**config.mk**
```make
export PLATFORM = sky130hd
export DESIGN_NAME = demux441_seq_flat
export DESIGN_NICKNAME = d
export VERILOG_FILES = /design/src/rtl/demux441_seq_pkg.sv /design/src/rtl/demux441_seq_if.sv /design/src/rtl/demux_slot_ctr.sv /design/src/rtl/demux441_seq.sv /design/src/flat_wrapper.sv
export SDC_FILE = /design/constraint.sdc
export NUM_CORES = 1
export LEC_CHECK = 0
export ABC_AREA = 1
export CORE_ASPECT_RATIO = 0.6
export CORE_UTILIZATION = 45
export DETAILED_ROUTE_END_ITERATION = 10
export PLACE_DENSITY = 0.67
export SETUP_SLACK_MARGIN = 0.05
export SYNTH_ARGS = -nofsm -noshare
export SYNTH_HDL_FRONTEND = slang
export SYNTH_SLANG_ARGS = --single-unit
```
**constraint.sdc**
```tcl
create_clock -name clk -period 2.9 [get_ports clk]
set_input_delay 0.435 -clock clk [delete_from_list [all_inputs] [get_ports clk]]
set_output_delay 0.435 -clock clk [all_outputs]
set_load 0.1 [all_outputs]
```
**src/rtl/demux441_seq_pkg.sv**
```systemverilog
// rtl/demux441_seq_pkg.sv - shared types and constants for the nibble demultiplexer
package demux_pkg;
    localparam int NUM_SLOTS = 4;
    localparam int DEF_WIDTH = 4;

    typedef logic [1:0] slot_t;
endpackage

```
**src/rtl/demux441_seq_if.sv**
```systemverilog
// rtl/demux441_seq_if.sv - multiplexed word input and committed frame output bundle
// Signals: din/din_valid/sync (word stream in), s (slot select, DEMUX_EXT_SEL_EN only),
//          O0..O3 (committed frame), frame_valid/frame_abort (one-cycle pulses).
// master = stream source / frame consumer side, slave = demultiplexer side.
interface demux441_seq_if
    import demux_pkg::*;
#(
    parameter int W = DEF_WIDTH
);
    logic [W-1:0] din;
    logic         din_valid;
    logic         sync;
`ifdef DEMUX_EXT_SEL_EN
    slot_t        s;
`endif
    logic [W-1:0] O0;
    logic [W-1:0] O1;
    logic [W-1:0] O2;
    logic [W-1:0] O3;
    logic         frame_valid;
    logic         frame_abort;

    modport master (
`ifdef DEMUX_EXT_SEL_EN
        output s,
`endif
        output din, din_valid, sync,
        input  O0, O1, O2, O3, frame_valid, frame_abort
    );

    modport slave (
`ifdef DEMUX_EXT_SEL_EN
        input  s,
`endif
        input  din, din_valid, sync,
        output O0, O1, O2, O3, frame_valid, frame_abort
    );
endinterface

```
**src/rtl/demux_slot_ctr.sv**
```systemverilog
// rtl/demux_slot_ctr.sv - 2-bit slot counter with advance, commit wrap, sync clear and abort detect
// Ports: clk, rst_n (async active-low), din_valid, sync (inputs);
//        slot (current slot), commit (4th word accepted this cycle),
//        abort (sync arrives while a partial frame is staged) -- commit/abort are combinational.
module demux_slot_ctr
    import demux_pkg::*;
(
    input  logic  clk,
    input  logic  rst_n,
    input  logic  din_valid,
    input  logic  sync,
    output slot_t slot,
    output logic  commit,
    output logic  abort
);
    assign commit = din_valid && !sync && (slot == slot_t'(NUM_SLOTS - 1));
    assign abort  = sync && (slot != '0);

    always_ff @(posedge clk or negedge rst_n) begin
        if (!rst_n) begin
            slot <= '0;
        end else if (sync) begin
            // A word accompanying sync lands in slot 0, so the next one goes to slot 1.
            slot <= din_valid ? slot_t'(1) : slot_t'(0);
        end else if (din_valid) begin
            // Natural 2-bit overflow gives the 3->0 wrap exactly on commit.
            slot <= slot + slot_t'(1);
        end
    end
endmodule

```
**src/rtl/demux441_seq.sv**
```systemverilog
// rtl/demux441_seq.sv - sequential 1-to-4 word demultiplexer with framed commit
// Ports: clk, rst_n (async active-low), bus (demux441_seq_if.slave).
// Optional macro DEMUX_EXT_SEL_EN: slot chosen by bus.s instead of the internal counter;
// sync then clears staging and frame_abort is held at 0.
module demux441_seq
    import demux_pkg::*;
#(
    parameter int W = DEF_WIDTH
)(
    input  logic          clk,
    input  logic          rst_n,
    demux441_seq_if.slave bus
);
    logic [W-1:0] st  [NUM_SLOTS];
    logic [W-1:0] o_q [NUM_SLOTS];
    logic         fv_q;
    logic         fa_q;
    logic         commit;
    logic         abort;
    slot_t        wsel;

`ifdef DEMUX_EXT_SEL_EN
    assign wsel   = bus.s;
    assign commit = bus.din_valid && !bus.sync && (bus.s == slot_t'(NUM_SLOTS - 1));
    assign abort  = 1'b0;
`else
    demux_slot_ctr u_slot_ctr (
        .clk       (clk),
        .rst_n     (rst_n),
        .din_valid (bus.din_valid),
        .sync      (bus.sync),
        .slot      (wsel),
        .commit    (commit),
        .abort     (abort)
    );
`endif

    always_ff @(posedge clk or negedge rst_n) begin
        if (!rst_n) begin
            for (int i = 0; i < NUM_SLOTS; i++) begin
                st[i]  <= '0;
                o_q[i] <= '0;
            end
            fv_q <= 1'b0;
            fa_q <= 1'b0;
        end else begin
            fv_q <= commit;
            fa_q <= abort;
`ifdef DEMUX_EXT_SEL_EN
            if (bus.sync) begin
                for (int i = 0; i < NUM_SLOTS; i++) begin
                    st[i] <= '0;
                end
            end else if (bus.din_valid) begin
                st[wsel] <= bus.din;
            end
`else
            // Stale st1..st3 after a sync are left alone; the next frame rewrites them before commit.
            if (bus.din_valid) begin
                if (bus.sync) begin
                    st[0] <= bus.din;
                end else begin
                    st[wsel] <= bus.din;
                end
            end
`endif
            // The last word bypasses staging so the frame is visible right after its own edge.
            if (commit) begin
                o_q[0] <= st[0];
                o_q[1] <= st[1];
                o_q[2] <= st[2];
                o_q[3] <= bus.din;
            end
        end
    end

    assign bus.O0          = o_q[0];
    assign bus.O1          = o_q[1];
    assign bus.O2          = o_q[2];
    assign bus.O3          = o_q[3];
    assign bus.frame_valid = fv_q;
    assign bus.frame_abort = fa_q;
endmodule

```
**src/flat_wrapper.sv**
```systemverilog
// flat-port wrapper written by rule: the top's interface ports become plain ports
module demux441_seq_flat import demux_pkg::*;
#(
    parameter int W = DEF_WIDTH
)
  (clk, rst_n, bus_din, bus_din_valid, bus_sync, bus_O0, bus_O1, bus_O2, bus_O3, bus_frame_valid, bus_frame_abort);
  demux441_seq_if #(.W(W)) bus_i ();
  input  logic clk;
  input  logic rst_n;
  input wire logic [$bits(bus_i.din)-1:0] bus_din;
  input wire logic [$bits(bus_i.din_valid)-1:0] bus_din_valid;
  input wire logic [$bits(bus_i.sync)-1:0] bus_sync;
  output wire logic [$bits(bus_i.O0)-1:0] bus_O0;
  output wire logic [$bits(bus_i.O1)-1:0] bus_O1;
  output wire logic [$bits(bus_i.O2)-1:0] bus_O2;
  output wire logic [$bits(bus_i.O3)-1:0] bus_O3;
  output wire logic [$bits(bus_i.frame_valid)-1:0] bus_frame_valid;
  output wire logic [$bits(bus_i.frame_abort)-1:0] bus_frame_abort;
  assign bus_i.din = bus_din;
  assign bus_i.din_valid = bus_din_valid;
  assign bus_i.sync = bus_sync;
  assign bus_O0 = bus_i.O0;
  assign bus_O1 = bus_i.O1;
  assign bus_O2 = bus_i.O2;
  assign bus_O3 = bus_i.O3;
  assign bus_frame_valid = bus_i.frame_valid;
  assign bus_frame_abort = bus_i.frame_abort;
  demux441_seq #(.W(W)) u_core (.clk(clk), .rst_n(rst_n), .bus(bus_i));
endmodule
```
; Yosys cells after proc, flatten, opt, wreduce, memory -nomap -nowiden
; Index checks and enable logic that the tools add are counted.
[word_totals]
register_bits = 36
out_inout_bits = 18
wordCells = 32
[op_classes]
addsub = 1
magnitude_cmp = 2
eq_ne = 1
n_mux = 7
bitwise = 2
reduce_logical = 8
[ops]
columns = op, n
row1 = 16-bit bitwise mux, 1
row2 = 4-bit demux with 2-bit select, 1
row3 = 4-bit two-way mux, 2
row4 = 1-bit logical AND, 4
row5 = 2-bit two-way mux, 2
row6 = 2-bit nonzero test, 2
row7 = 3-bit greater-or-equal comparator (second input constant), 1
row8 = 3-bit by 1-bit less-than comparator with 1-bit output (second input constant), 1
row9 = 2-bit inverter with 3-bit output, 1
row10 = 2-bit by 1-bit adder with 2-bit output (second input constant), 1
row11 = 2-bit == test (second input constant), 1
row12 = 2-bit AND reduction, 1
row13 = 1-bit zero test, 1
row14 = 1-bit two-way mux, 1
row15 = 1-bit inverter, 1

; Longest topological paths before layout
; Gate-level depths: netlist of the first run.
[depth]
ltp_word = 7
ltp_mapped = 6
depth_no_buf = 6

; By module
; A second synthesis of the first run with hierarchy kept.
[unflattened]
cells_unflattened = 111
hier_area_um2 = 1325.0
[by_module_without_submodules]
columns = module, instances, cells_per_inst, area_per_inst_um2, seq_area_each_um2
row1 = demux441_seq, 1, 93, 1196.1, 750.7
row2 = demux_slot_ctr, 1, 18, 128.9, 50.0

; Worst setup path before layout of the first run
; Ideal clock, no wire load.
[synth_timing]
path_type = register -> output
start = reg u_core.o_q, in the netlist u_core.bus.O0[0]
end = out bus_O0[0]
t_arrival_ps = 898
setup_slack_ps = 1567
stages_incl_launch_ff = 1
n_path_buf = 0
path_cell_list = dfrtp_1
[synth_rtl]
columns = item, line
row1 = start: declaration, demux441_seq.sv:15  ; logic [W-1:0] o_q [NUM_SLOTS];
row2 = end: declaration, flat_wrapper.sv:13  ; output wire logic [$bits(bus_i.O0)-1:0] bus_O0;
; No word-level cell between the ends.

; Worst setup path in the final report of the first run
[layout_timing]
start = in bus_sync
end = reg u_core.o_q, in the netlist u_core.bus.O0[1]
[layout_via]
elab_chain_cells = 3
[layout_lines]
columns = item, line
row1 = start: declaration, flat_wrapper.sv:12  ; input wire logic [$bits(bus_i.sync)-1:0] bus_sync;
row2 = 1-bit zero test, demux_slot_ctr.sv:16  ; assign commit = din_valid && !sync && (slot == slot_t'(NUM_SLOTS - 1));
row3 = 1-bit logical AND (2 in series), demux_slot_ctr.sv:16
; Every way passes these cells.
; A chain may end at the register's enable or synchronous reset.

==> results.py, run 1 <==
metrics = {
    "critical_path": {
        "r2r_end": "u_core.bus.O0[1]",
        "crit_arrival_ps": 1970,
        "r2r_slack_ps": 1160,
        "required_ps": 3080,
        "r2r_start": "u_core.u_slot_ctr.slot[1]",
        "critPathLaunchType": "input port",
        "endpoint_kind": "flop",
        "crit_type": "input port to flop",
        "reg2reg_depth": 4,
        "cp_max_fo": 30,
    },
    "final_layout": {
        "design_area_sq_mm": 0.001735,
        "drive_gt1_share_pct": 16.48,
        "fin_nets": 194,
        "multi_input_area_sq_um": 516.7,
        "final_common_cell": "nand2_1",
        "diodes": 0,
        "most-common-layout-cells": "61 x nand2_1, 32 x dfrtp_1, 24 x nand4_1",
        "syn2layout_area_growth_pct": 22.63,
        "seqCellArea_sq_um": 800.8,
        "fillers": 277,
    },
    "timing": {
        "fin_tns_setup_ps": 0,
        "fmax_mhz": 557.8,
        "hold_violations": 0,
        "min_period_over_period_pct": 61.82,
        "fin_ws_ps": 1107,
        "final.min_clock_period_ps": 1793,
        "rsz0062_at_grt": "false",
        "worstMarginPinSlew_ps": 638.6,
        "clock_skew_ps": 7.450,
        "setup_violations": 0,
        "slew_violations": 0,
        "maxSlewHeadroom_pct": 57.43,
        "fin_hold_ws_ps": 475.0,
    },
    "hold_path": {
        "hold_path_depth": 2,
        "hp-class": "flop to flop",
        "hold_end": "u_core.bus.O0[2]",
        "min_from": "u_core.bus.O0[2]",
    },
    "global_route": {
        "grt_pass1_wl_microns": 4878,
        "grt-ovfl-total": 0,
        "grt_max_degree": 33,
        "grt_pass1_vias": 1106,
        "grt.busiest_layer": "met2",
        "grt_use_met1_pct": 26.87,
        "antenna_found_initial": 0,
        "grt_use_total_pct": 20.29,
        "use_met3_pct": 6.637,
        "use_met2_pct": 32.43,
    },
    "cts": {
        "holdBufCountCts": 0,
        "worstSkewPairLatency_ps": 280,
        "cts_resized": 0,
        "htreeDepth": 2,
        "clock-sinks": 32,
        "path_clk_slew_ps": 70,
        "numCtsBuffers": 5,
        "cts.path.max_buffers": 2,
        "cts-root-buf": "clkbuf_8",
        "cts_tree": "yes",
        "cts_setup_buffers": 0,
    },
    "synth": {
        "synth_area_leader_cell": "dfrtp_1",
        "syn-cell-area_sq_mm": 0.001415,
        "ys_warn_count": 0,
        "ys_ff_latch": 32,
        "synth_cell_types": 13,
        "synthTopCellsByArea": "dfrtp_1 57%, nand2_1 16%, nand4_1 11%",
        "syn-instance-count": 156,
        "syn_area_per_cell_sq_um": 9.071,
        "synth_top_area_share_pct": 56.59,
        "syn-num-nets": 169,
        "synth_seq_area_share_pct": 56.59,
    },
    "power_and_ir_drop": {
        "p_leak_nw": 0.9450,
        "cellPowerDensity_mw_per_mm2": 1026,
        "irDropWorstVdd_v": 0.0003909,
    },
    "route": {
        "vias_per_cell": 5.022,
        "wire_per_inst_microns": 13.04,
        "vias": 1125,
        "firstDrtPassIters": 4,
        "antenna_left": 0,
        "drtIter0Drc": 98,
        "drc": 0,
        "finalWirelength_microns": 2922,
    },
    "die": {
        "dieWidth_microns": 74.40,
        "die_area_sq_mm": 0.003380,
        "num_rows": 15,
        "coreArea_sq_mm": 0.002928,
        "io_pins": 26,
        "initial_core_util_pct": 48.33,
        "die_h_microns": 45.44,
    },
    "place": {
        "pre_cts_ws_ps": 820.2,
        "io_buffer_count": 25,
        "dpl.hpwl_microns": 2027,
        "dpl-instance-area_sq_mm": 0.001624,
        "gp_congestion": 0.8709,
    },
    "run_status": {
        "status": "complete, no violations",
    },
    "run": {
        "drv_cap": 0,
    },
}
## logic make-up after synthesis
| logic type | Yosys count | synth area share (%) |
|---|---|---|
| AND/OR/NAND/NOR | 97 | 30.68 |
| AO/OA/AOI/OAI | 4 | 1.415 |
| flip-flops | 32 | 56.59 |
| adder cells (fa/ha/maj) | 5 | 4.421 |
| buffers and inverters | 18 | 6.896 |
## worst max-delay path, cell delays in order
cell	delay [ps]
clkdlybuf4s50_1	480
inv_2	380
nand3_2	410
nand2_1	190
nand2_1	60
## power by group
part           internal, W  total (W)  leakage [nW]  switching (W)
registers         0.000554   0.000614         0.417      0.0000609
clock network     0.000254   0.000425        0.0541       0.000170
logic             0.000141   0.000742         0.474       0.000601
## final cells by class
cell class | instances | share of cell area (%)
Tap cell | 42 | 3.028
Inverter | 9 | 1.947
Sequential cell | 32 | 46.14
Multi-Input combinational cell | 106 | 29.78
Clock buffer | 5 | 3.965
Clock inverter | 3 | 2.451
Timing Repair Buffer | 27 | 12.69
## routing by layer
layer | routed length (microns) | up-vias
li1 | - | 561
met1 | 1423 | 547
met2 | 1385 | 15
met3 | 109 | 2
met4 | 4 | 0
met5 | 0 | -
## synth_stat cells (all sizes together)
| cell type | instances |
|---|---|
| buf | 9 |
| dfrtp | 32 |
| ha | 5 |
| inv | 9 |
| nand2 | 61 |
| nand3 | 4 |
| nand4 | 24 |
| nor2 | 8 |
| o21ai | 4 |
## flip-flops by register name, indices dropped and copies added (netlist names)
register / count
u_core.u_slot_ctr.slot: 2
u_core.bus.O3: 4
u_core.bus.O2: 4
u_core.bus.O1: 4
u_core.bus.O0: 4
u_core.bus.frame_valid: 1
u_core.st: 12
u_core.bus.frame_abort: 1
## worst max path at each step
stage	to	slack, ps	start	cells after the start
floorplan	bus_O0[0]	1570	u_core.bus.O0[0]	0
global placement	u_core.bus.O1[3]	920	bus_sync	5
detailed placement	u_core.bus.O0[1]	820	bus_sync	5
CTS	u_core.bus.O0[1]	1120	bus_sync	5
global route	u_core.bus.O0[3]	940	bus_sync	5
finish	u_core.bus.O0[1]	1110	bus_sync	5
## per-stage QoR
stage,util (%),std cells,total power (W)
2_1_floorplan,-,156,0.001199
3_3_place_gp,55.47,216,0.001353
3_5_place_dp,55.47,216,0.001368
4_1_cts,59.27,224,0.001790
5_1_grt,59.27,224,0.001857
6_report,59.27,224,0.001781
Power figures use the tool's default switching activity.
==> run 2: changes to the inputs <==
==> constraint.sdc (replaced) <==
create_clock -name clk -period 1.69 [get_ports clk]
set_input_delay 0.2535 -clock clk [delete_from_list [all_inputs] [get_ports clk]]
set_output_delay 0.2535 -clock clk [all_outputs]
set_load 0.1 [all_outputs]
==> run 2 against run 1 <==
Net effect:
- register-to-register slack lost 900 ps
- combinational power rose by 110%
- via count rose by 5.0%
- first-iteration DRC count is 72% higher
- clock power rose by 28%
- design area grew 13%
- count of clock-buffer cells in the layout increased by 1
- non-clock buffer count increased by 5
- clock skew fell by 4.7 ps
- utilization up 7.8 points
- critical path depth decreased by 1
- critical endpoint is now u_core.bus.O2[0]
- total power rose by 81%
==> results.py, run 2 (synthesized netlist as in run 1, its figures left out) <==
metrics = {
    "run_status": {
        "status": "complete, no violations",
    },
    "final_layout": {
        "top_register": "u_core.st",
        "drive_gt1_share_pct": 17.74,
        "utilization_pct": 67.09,
        "diodes": 0,
        "fin_nets": 199,
        "most-common-layout-cells": "61 x nand2_1, 32 x dfrtp_1, 24 x nand4_1",
        "syn2layout_area_growth_pct": 38.81,
        "largest_reg_flops": 12,
        "final_common_cell": "nand2_1",
    },
    "cts": {
        "cts.path.max_buffers": 2,
        "clock-sinks": 32,
        "worstSkewPairLatency_ps": 280,
        "path_clk_slew_ps": 60,
        "htreeDepth": 2,
        "cts_tree": "yes",
        "cts-root-buf": "clkbuf_8",
        "numCtsBuffers": 5,
    },
    "critical_path": {
        "cp_max_fo": 17,
        "path_common_cell": "nand2_1",
        "critPathLaunchType": "flop",
        "crit_slowest_cell": "dfrtp_1",
        "endpoint_kind": "flop",
        "worstPathCellList": "ha_1 > nand3_2 > nand2_1 > nand2_1",
        "required_ps": 1860,
        "crit_arrival_ps": 1600,
        "crit_type": "flop to flop",
        "cpPeakStageDelay_ps": 380,
    },
    "timing": {
        "fmax_mhz": 701.3,
        "min_period_over_period_pct": 84.37,
        "hold_violations": 0,
        "maxSlewHeadroom_pct": 73.36,
        "worstMarginPinSlew_ps": 399.7,
        "clock_skew_ps": 2.739,
        "slew_violations": 0,
        "fin_hold_ws_ps": 357.8,
        "rsz0062_at_grt": "false",
        "fin_tns_setup_ps": 0,
        "setup_violations": 0,
        "final.min_clock_period_ps": 1426,
    },
    "route": {
        "vias_per_cell": 5.180,
        "firstDrtPassIters": 4,
        "dr_wl_met3_microns": 182,
        "wl_met2_microns": 1465,
        "vias": 1181,
        "drc": 0,
        "highest_layer": "met4",
        "antenna_left": 0,
        "finalWirelength_microns": 3115,
        "drtIter0Drc": 169,
        "wire_per_inst_microns": 13.66,
        "met1_length_microns": 1412,
    },
    "die": {
        "die_h_microns": 45.44,
        "coreArea_sq_mm": 0.002928,
        "num_rows": 15,
        "initial_core_util_pct": 48.33,
        "dieWidth_microns": 74.40,
        "die_area_sq_mm": 0.003380,
        "io_pins": 26,
    },
    "power_and_ir_drop": {
        "power_w": 0.003228,
        "p_leak_nw": 1.016,
        "cellPowerDensity_mw_per_mm2": 1643,
        "irDropWorstVdd_v": 0.0007705,
    },
    "global_route": {
        "grt_max_degree": 33,
        "grt_pass1_wl_microns": 5395,
        "grt_use_total_pct": 22.52,
        "grt_pass1_vias": 1135,
        "antenna_found_initial": 0,
        "grt-ovfl-total": 0,
    },
    "hold_path": {
        "hp-class": "input port to asynchronous set/reset pin",
    },
    "place": {
        "gp_congestion": 0.8686,
        "dpl.hpwl_microns": 2228,
        "io_buffer_count": 25,
    },
    "run": {
        "drv_cap": 0,
    },
}
==> run 2: cell count changes in the layout (fill, tap and decap cells not counted), sizes merged <==
cell,previous run,this run
buf,20,25
bufinv,1,0
clkbuf,5,6
clkinvlp,1,0
==> run 2: per-layer routing <==
| layer | GRT usage, % | vias to the layer above |
|---|---|---|
| met5 | 0 | - |
| met4 | 9.057 | 0 |
| met3 | 5.310 | 7 |
| met2 | 36.22 | 29 |
| met1 | 30.00 | 572 |
| li1 | - | 573 |
==> run 2: worst paths after layout <==
path                                               end                 startpoint  cells after the start  slack, ps
worst max-delay path                  u_core.bus.O2[0]  u_core.u_slot_ctr.slot[0]                      4        260
worst min-delay path            u_core.bus.frame_valid                      rst_n                      2        360
worst max register to register        u_core.bus.O2[0]  u_core.u_slot_ctr.slot[0]                      4        260
worst min register to register            u_core.st[7]               u_core.st[7]                      2        480
max in group asynchronous             u_core.bus.O0[3]                      rst_n                      2       1040
min in group clk                          u_core.st[7]               u_core.st[7]                      2        480
==> run 2: power breakdown <==
part	internal (W)	total, W	switching [W]
Combinational	0.000527	0.00157	0.00104
Sequential	0.000952	0.00112	0.000165
Clock	0.000279	0.000545	0.000266
Total	0.00176	0.00323	0.00147
==> run 2: what timing repair did <==
item | 4_1_cts | 5_1_grt
hold buffers | 0 | 0
setup buffers | 0 | 0
setup endpoints to repair | 0 | 1
gates resized for setup | 0 | 1
==> run 2: layout make-up <==
class	count	area (sq um)
inverters	9	33.78
repair buffers	32	483.0
clock inverters	1	5.005
flip-flops and latches	32	800.8
fillers	257	963.4
clock buffers	6	72.57
multi-input cells	106	516.7
well taps	42	52.55
==> run 2: critical path, delay by kind of cell (launching register included) <==
family                     cells  cell delay [ps]
and+or+nand+nor                3              570
DFF                            1              380
adders and majority gates      1              360
==> run 2: stage by stage <==
step,setup slack (ps),area [sq um],instances
after floorplan,506.2,1415,156
after global placement,116.9,1887,221
after detailed placement,56.89,1887,221
after CTS,217.8,1964,228
after global routing,117.0,1964,228
final,264.1,1964,228
